## src/rtl/hilo_div_pkg.sv

```systemverilog
// Shared definitions for the HI/LO divider: ALU control codes, FSM states and sizing.
package hilo_div_pkg;

   localparam int DIV_WIDTH  = 32;
   localparam int DIV_CYCLES = DIV_WIDTH;

   // Same 5-bit encodings the ALU decoder emits on alucontrolE.
   localparam logic [4:0] ALU_DIV  = 5'b10110;
   localparam logic [4:0] ALU_DIVU = 5'b10111;

   typedef enum logic [1:0] {
      ST_IDLE = 2'd0,
      ST_BUSY = 2'd1,
      ST_DONE = 2'd2
   } div_state_e;

endpackage

```

## src/rtl/hilo_div_unit_step.sv

```systemverilog
// One combinational restoring-division step: shift {rem, quo} left, subtract divisor if it fits.
module hilo_div_unit_step #(
   parameter int WIDTH = 32
) (
   input  logic [WIDTH-1:0] rem_i,
   input  logic [WIDTH-1:0] quo_i,
   input  logic [WIDTH-1:0] divisor_i,
   output logic [WIDTH-1:0] rem_o,
   output logic [WIDTH-1:0] quo_o
);

   logic [WIDTH:0]   shifted;
   logic [WIDTH-1:0] trial;
   logic             ge;

   assign shifted = {rem_i, quo_i[WIDTH-1]};
   assign ge      = (shifted >= {1'b0, divisor_i});
   // When ge holds the true difference is below the divisor, so the low WIDTH bits are exact.
   assign trial   = shifted[WIDTH-1:0] - divisor_i;
   assign rem_o   = ge ? trial : shifted[WIDTH-1:0];
   assign quo_o   = {quo_i[WIDTH-2:0], ge};

endmodule

```

## src/rtl/hilo_div_unit.sv

```systemverilog
// Iterative radix-2 restoring divider for DIV/DIVU; stalls the pipeline until the {hi, lo} result cycle.
import hilo_div_pkg::*;

module hilo_div_unit #(
   parameter int WIDTH = DIV_WIDTH
) (
   input  logic             clk,
   input  logic             rst,
   input  logic             startE,
   input  logic             signedE,
   input  logic             flushE,
   input  logic [WIDTH-1:0] srcaE,
   input  logic [WIDTH-1:0] srcbE,
   output logic [WIDTH-1:0] hiE,
   output logic [WIDTH-1:0] loE,
   output logic             divreadyE,
   output logic             divstallE
);

   localparam int               CNT_W     = $clog2(WIDTH + 1);
   localparam logic [CNT_W-1:0] LAST_STEP = CNT_W'(WIDTH - 1);

   div_state_e       state_q;
   logic [CNT_W-1:0] cnt_q;
   logic [WIDTH-1:0] rem_q, quo_q, dvsr_q;
   logic [WIDTH-1:0] hi_q, lo_q;
   logic             neg_quo_q, neg_rem_q, ready_q;

   logic [WIDTH-1:0] rem_d, quo_d;
   logic [WIDTH-1:0] mag_a, mag_b;
   logic             sign_a, sign_b, div_zero;

   assign sign_a   = signedE & srcaE[WIDTH-1];
   assign sign_b   = signedE & srcbE[WIDTH-1];
   assign mag_a    = sign_a ? -srcaE : srcaE;
   assign mag_b    = sign_b ? -srcbE : srcbE;
   assign div_zero = (srcbE == '0);

   hilo_div_unit_step #(.WIDTH(WIDTH)) u_step (
      .rem_i     (rem_q),
      .quo_i     (quo_q),
      .divisor_i (dvsr_q),
      .rem_o     (rem_d),
      .quo_o     (quo_d)
   );

   always_ff @(posedge clk) begin
      if (rst) begin
         state_q   <= ST_IDLE;
         cnt_q     <= '0;
         rem_q     <= '0;
         quo_q     <= '0;
         dvsr_q    <= '0;
         neg_quo_q <= 1'b0;
         neg_rem_q <= 1'b0;
         hi_q      <= '0;
         lo_q      <= '0;
         ready_q   <= 1'b0;
      end else begin
         ready_q <= 1'b0;
         case (state_q)
            ST_IDLE: begin
               if (startE && !flushE) begin
                  // Divide-by-zero keeps the raw dividend so the remainder comes back as presented.
                  rem_q     <= '0;
                  quo_q     <= div_zero ? srcaE : mag_a;
                  dvsr_q    <= mag_b;
                  neg_quo_q <= !div_zero && (sign_a ^ sign_b);
                  neg_rem_q <= !div_zero && sign_a;
                  cnt_q     <= '0;
                  state_q   <= ST_BUSY;
               end
            end
            ST_BUSY: begin
               if (flushE) begin
                  state_q <= ST_IDLE;
               end else begin
                  rem_q <= rem_d;
                  quo_q <= quo_d;
                  cnt_q <= cnt_q + 1'b1;
                  if (cnt_q == LAST_STEP) begin
                     lo_q    <= neg_quo_q ? -quo_d : quo_d;
                     hi_q    <= neg_rem_q ? -rem_d : rem_d;
                     ready_q <= 1'b1;
                     state_q <= ST_DONE;
                  end
               end
            end
            // The stalled instruction is still in E here, so startE must not relaunch it.
            ST_DONE: state_q <= ST_IDLE;
            default: state_q <= ST_IDLE;
         endcase
      end
   end

   assign divstallE = ((state_q == ST_IDLE) && startE && !flushE) ||
                      ((state_q == ST_BUSY) && !flushE);
   assign hiE       = hi_q;
   assign loE       = lo_q;
   assign divreadyE = ready_q;

endmodule

```

## config.mk

```make
export PLATFORM = sky130hd
export DESIGN_NAME = hilo_div_unit
export DESIGN_NICKNAME = d
export VERILOG_FILES = /design/src/rtl/hilo_div_pkg.sv /design/src/rtl/hilo_div_unit_step.sv /design/src/rtl/hilo_div_unit.sv
export SDC_FILE = /design/constraint.sdc
export NUM_CORES = 1
export LEC_CHECK = 0
export CAP_MARGIN = 40
export CORE_AREA = 3 3 134 233
export DETAILED_ROUTE_END_ITERATION = 16
export DIE_AREA = 0 0 137 236
export GPL_TIMING_DRIVEN = 0
export SLEW_MARGIN = 25
export SYNTH_ARGS = -nofsm -noshare
export SYNTH_HDL_FRONTEND = slang
export SYNTH_SLANG_ARGS = --single-unit
```

## constraint.sdc

```tcl
create_clock -name clk -period 12.8 [get_ports clk]
set_clock_uncertainty 0.2 [all_clocks]
set_input_delay 2.56 -clock clk [delete_from_list [all_inputs] [get_ports clk]]
set_output_delay 2.56 -clock clk [all_outputs]
set_load 0.05 [all_outputs]
```

==> results.json, run 1 <==
{
  "status": "complete, no violations",
  "yosysWarnings": 0,
  "ctsLongestPathBuffers": 2,
  "p_leak_nw": 5.19,
  "routabilityCongestion": 0.944,
  "cts_setup_buffers": 0,
  "grt_pass1_wl_mm": 68.9,
  "stdcell_area_um2": 14200,
  "tightest_slew_ns": 0.872,
  "cts_sinks": 171,
  "setup-tns-final_ns": 0,
  "cp_max_fo": 10,
  "drc": 0,
  "synth_edf_count": 0,
  "numPortBuffers": 134,
  "diodes": 0,
  "seq_area_frac_synth": 0.292,
  "drv_slew": 0,
  "netlist_area_um2": 11700,
  "grt.total_usage": 0.281,
  "path_class": "input port to output port",
  "synthToLayoutAreaGrowth_pct": 20.7,
  "gr-total-overflow": 0,
  "critPathRequiredTime_ns": 10.04,
  "syn_inst": 1574,
  "antenna_found_initial": 0,
  "rows": 83,
  "die_y_um": 236,
  "cts_resized": 0,
  "grt_pass1_vias": 12400,
  "syn-num-nets": 1681,
  "start_util": 0.398,
  "setup_slack_ns": 4.71,
  "power_w": 0.00145,
  "clkLatencyLatePin_ns": 0.46,
  "pre_cts_ws_ns": 4.77,
  "htreeDepth": 4,
  "postSynthAreaPerCell_um2": 7.45,
  "drt-initial-drc-count": 620,
  "vias_per_cell": 5.81,
  "peakVddDrop_mv": 0.102,
  "clkTransAtPathRegs_ns": 0.07,
  "setup_violations": 0,
  "place_area_um2": 13600,
  "holdBufCountCts": 0,
  "cp-start-kind": "input port",
  "arrival_ns": 5.33,
  "num_io_pins": 135,
  "vias": 12300,
  "hold_viol": 0,
  "synthArstFlopShare": 0,
  "cts_tree": "done",
  "ys_ff_latch": 171,
  "final_antenna_net_count": 0,
  "fin_crit_sh": 0.632,
  "post-route-min-period_ns": 8.09,
  "routedWlPerCell_um": 21.5,
  "cap_viol_max_count": 0,
  "die_area_um2": 32300,
  "fp.dieW_um": 137,
  "rsz0062_at_grt": "false",
  "dr.pass1.iters": 5,
  "synth_cell_types": 86,
  "nets": 1836,
  "cts_inserted_buffers": 17,
  "wl_mm": 45.7,
  "synth_ff_type": "dfxtp_1",
  "relSlewSlack": 0.415,
  "hpwl_mm": 37.2,
  "end_kind": "output port",
  "power_density_nw_per_um2": 102,
  "max_freq_mhz": 124,
  "hold_class": "flip-flop to flip-flop",
  "root_buffer": "clkbuf_16",
  "coreArea_um2": 29500,
  "drive_gt1_frac": 0.0488,
  "grt_max_degree": 19
}
-- sequential cells by signal, indices dropped and copies added, names as in the netlist --
name       count
divreadyE      1
dvsr_q        32
rem_q         32
neg_rem_q      1
hiE           32
state_q        2
loE           32
cnt_q          6
quo_q         32
neg_quo_q      1
-- stage by stage --
step	hold slack, ns	std cells	util
after floorplan	0.232	1574	-
after global placement	0.236	2090	0.459
after detailed placement	0.238	2091	0.460
after CTS	0.248	2123	0.480
after global routing	0.260	2124	0.480
final	0.242	2124	0.480
-- path summary, 6_finish.rpt --
| kind | to | slack [ns] | depth (start not counted) | start |
|---|---|---|---|---|
| worst max register to register | hiE[26] | 6.48 | 22 | rem_q[23] |
| worst min-delay path | hiE[29] | 0.24 | 2 | hiE[29] |
| worst min register to register | hiE[29] | 0.24 | 2 | hiE[29] |
| worst max-delay path | divstallE | 4.71 | 6 | flushE |
-- layer usage --
| layer | GRT usage | wire length [µm] | share of wire | vias up |
|---|---|---|---|---|
| li1 | - | - | - | 5997 |
| met1 | 0.261 | 15400 | 0.34 | 5858 |
| met2 | 0.520 | 24400 | 0.53 | 331 |
| met3 | 0.0388 | 1320 | 0.029 | 158 |
| met4 | 0.239 | 4620 | 0.10 | 0 |
| met5 | 0 | 0 | 0 | - |
-- kinds of logic (layout without fill, tap and decap cells) --
kind of cell,Yosys count,after routing,synth area share
adders and majority gates,38,38,0.0412
DFF,171,171,0.292
buffers and inverters,157,325,0.0527
xor gates and xnor gates,121,121,0.0904
AOI/OAI and AO/OA,468,468,0.270
and+or+nand+nor,604,604,0.240
muxes,15,15,0.0131
-- placed cells by master, fill, tap and decap left out, types with 12 or more instances in the layout --
| cell | n |
|---|---|
| a211oi_1 | 81 |
| a21oi_1 | 137 |
| a22oi_1 | 22 |
| a311oi_1 | 15 |
| and2_1 | 17 |
| buf_2 | 12 |
| clkbuf_1 | 85 |
| clkbuf_16 | 17 |
| clkdlybuf4s50_1 | 134 |
| dfxtp_1 | 171 |
| ha_1 | 37 |
| inv_1 | 53 |
| mux2i_1 | 12 |
| nand2_1 | 175 |
| nand3_1 | 23 |
| nand4_1 | 18 |
| nor2_1 | 207 |
| nor3_1 | 37 |
| nor4_1 | 17 |
| o21ai_0 | 68 |
| o21ai_1 | 14 |
| o31ai_1 | 27 |
| or3_1 | 33 |
| xnor2_1 | 43 |
| xor2_1 | 78 |
-- critical path, cell delays in order --
cell,delay (ns)
clkdlybuf4s50_1,0.46
nor4b_2,0.64
nor2_1,0.17
inv_1,0.11
clkbuf_1,0.46
clkdlybuf4s50_1,0.92
-- cell type report --
cell class	instances	area, µm²
well taps	382	478
flip-flops and latches	171	3420
inverters	55	206
repair buffers	136	1360
fillers	3116	15300
clock buffers	17	425
plain buffers	102	412
clock inverters	15	158
multi-input cells	1246	7690
-- power breakdown --
part / total, W / switching [W] / internal (W)
clock network: 0.000518 / 0.000258 / 0.000260
logic: 0.000362 / 0.000234 / 0.000128
registers: 0.000568 / 0.0000213 / 0.000547
total: 0.00145 / 0.000513 / 0.000935
-- synth_stat cells (all sizes together) (9+ instances only) --
library cell  count  area, µm²
and3             10       62.6
a22oi            22        165
o21a             10       75.1
nor4             19        125
a21o             12       97.6
and2             17        106
a21oi           138        694
nor2b            10       62.6
nand2b           11       68.8
xor2             78        683
buf              17       92.6
nor3             38        195
or3              33        206
nor2            208        783
xnor2            43        377
o41ai            12        139
ha               37        463
a211oi           81        608
or2               9       56.3
a31oi            11       83.8
nand2           175        657
or4              10       75.1
o211ai           13        108
dfxtp           171       3420
o21ai            83        419
nand4            18        113
inv              54        203
mux2i            12        120
clkbuf           85        319
a311oi           15        131
nand3            23        115
o31ai            30        240
(Power assumes the default switching activity.)
==> run 2: changes to the inputs <==
clock period = 8 ns   (was 12.8 ns; I/O delays follow)
==> results of run 2 <==
Same layout as run 1 (identical final DEF). Status: complete, no violations.
Among the figures that moved: setup slack after placement 4.77 ns -> 1.79 ns; setup slack after layout 4.71 ns -> 1.68 ns; start point of the critical path flushE -> rem_q[23]; end point of the critical path divstallE -> hiE[26]; register-to-register setup slack 6.48 ns -> 1.68 ns; total power 0.00145 W -> 0.00232 W; worst IR drop on VDD 0.102 mV -> 0.163 mV
==> run 3: changes to the inputs <==
clock period = 5.42 ns   (was 8 ns; I/O delays follow)
==> results.json, run 3 (synthesis gave the netlist of run 1 again) <==
{
  "status": "complete, no violations",
  "fillCellCount": 3110,
  "r2r_setup_slack_ns": 0.35,
  "cp_max_fo": 10,
  "pwr-share-seq": 0.392,
  "critPathRequiredTime_ns": 4.14,
  "fin_crit_sh": 0.941,
  "grt.total_usage": 0.281,
  "ctsLongestPathBuffers": 2,
  "tightest_slew_ns": 0.878,
  "power_frac_clock": 0.356,
  "hpwl_mm": 37.2,
  "relSlewSlack": 0.413,
  "clkTransAtPathRegs_ns": 0.07,
  "htreeDepth": 4,
  "layout_common_cells": "206 x nor2_1, 175 x nand2_1, 169 x dfxtp_1",
  "clkLatencyLatePin_ns": 0.46,
  "post-route-min-period_ns": 5.10,
  "hold-worst-slack_ns": 0.242,
  "nets": 1827,
  "path_class": "input port to output port",
  "routabilityCongestion": 0.944,
  "start_util": 0.398,
  "worstHoldPathCells": 2,
  "num_io_pins": 135,
  "peakVddDrop_mv": 0.239,
  "r2r_cells": 22,
  "cts_sinks": 171,
  "power_density_nw_per_um2": 241,
  "rows": 83,
  "postLayoutCoreUtil": 0.482,
  "vias": 12300,
  "combPwrFrac": 0.252,
  "fp.dieW_um": 137,
  "antenna_found_initial": 0,
  "rsz0062_at_grt": "false",
  "cap_viol_max_count": 0,
  "max_freq_mhz": 196,
  "grt_pass1_vias": 12400,
  "p_leak_nw": 5.20,
  "stdcell_area_um2": 14200,
  "coreArea_um2": 29500,
  "drv_slew": 0,
  "switching_power_w": 0.00121,
  "numPortBuffers": 134,
  "cp-start-kind": "input port",
  "swShare": 0.354,
  "dr.pass1.iters": 5,
  "gr-total-overflow": 0,
  "drc": 0,
  "power_w": 0.00343,
  "grt_pass1_wl_mm": 68.8,
  "die_area_um2": 32300,
  "pre_cts_ws_ns": -0.790,
  "final_antenna_net_count": 0,
  "final_common_cell": "nor2_1",
  "cts_tree": "done",
  "vias_per_cell": 5.83,
  "end_kind": "output port",
  "drive_gt1_frac": 0.0577,
  "drt-initial-drc-count": 672,
  "wl_mm": 45.6,
  "diodes": 0,
  "setup_slack_ns": 0.318,
  "routedWlPerCell_um": 21.6,
  "root_buffer": "clkbuf_16",
  "hold_class": "flip-flop to flip-flop",
  "die_y_um": 236,
  "grt_max_degree": 20,
  "synthToLayoutAreaGrowth_pct": 21.1,
  "arrival_ns": 3.82,
  "internal_power_w": 0.00221,
  "holdBufCountCts": 0,
  "cts_inserted_buffers": 17,
  "setup_violations": 0,
  "hold_viol": 0,
  "place_area_um2": 13600
}
[run 3: changes by cell type in the layout (fill, tap and decap cells not counted), moves of 2 or more]
cell | previous run | this run
buf_4 | 0 | 3
buf_2 | 12 | 10
dfxtp_1 | 171 | 169
clkbuf_1 | 85 | 75
buf_1 | 4 | 2
dfxtp_2 | 0 | 2
[run 3: final timing paths]
| path | startpoint | to |
|---|---|---|
| setup reg to reg | rem_q[21] | hiE[24] |
| hold / removal | hiE[29] | hiE[29] |
| hold reg to reg | hiE[29] | hiE[29] |
| setup / recovery | flushE | divstallE |
[run 3: timing repair]
item | in CTS | in global routing
gates resized for setup | 9 | 14
endpoints found under the setup margin | 20 | 14
pin swaps | 1 | 0
hold endpoints to repair | 0 | 0
setup buffers | 1 | 0
[run 3: cell type report]
type / instances / area (µm²) / area share
Buffer: 92 / 390 / 0.0275
Clock buffer: 17 / 425 / 0.0300
Clock inverter: 15 / 158 / 0.0111
Inverter: 55 / 206 / 0.0145
Multi-Input combinational cell: 1246 / 7750 / 0.546
Sequential cell: 171 / 3430 / 0.241
Tap cell: 382 / 478 / 0.0337
Timing Repair Buffer: 137 / 1370 / 0.0961
[run 3: stage by stage]
stage               std cells  TNS, ns
floorplan                1574        0
global placement         2090    -8.74
detailed placement       2091    -9.42
CTS                      2123        0
global route             2115        0
finish                   2115        0
[run 3: worst max-delay path: stages]
cell,delay [ns]
clkdlybuf4s50_1,0.46
nor4b_2,0.62
nor2_1,0.17
inv_1,0.11
clkbuf_1,0.44
clkdlybuf4s50_1,0.92
[run 3: power by group through the flow]
stage	combinational (W)	sequential [W]	clock [W]
2_1_floorplan	0.000558	0.00135	0
3_3_place_gp	0.000837	0.00137	0
3_5_place_dp	0.000842	0.00137	0
4_1_cts	0.000849	0.00134	0.00124
5_1_grt	0.000939	0.00134	0.00128
6_report	0.000863	0.00134	0.00122
[run 3: metal layers]
metal / part of all wire / wire length (µm) / GRT usage
met3: 0.031 / 1400 / 0.0384
met1: 0.33 / 15200 / 0.259
met4: 0.10 / 4590 / 0.241
met2: 0.54 / 24400 / 0.520
met5: 0 / 0 / 0
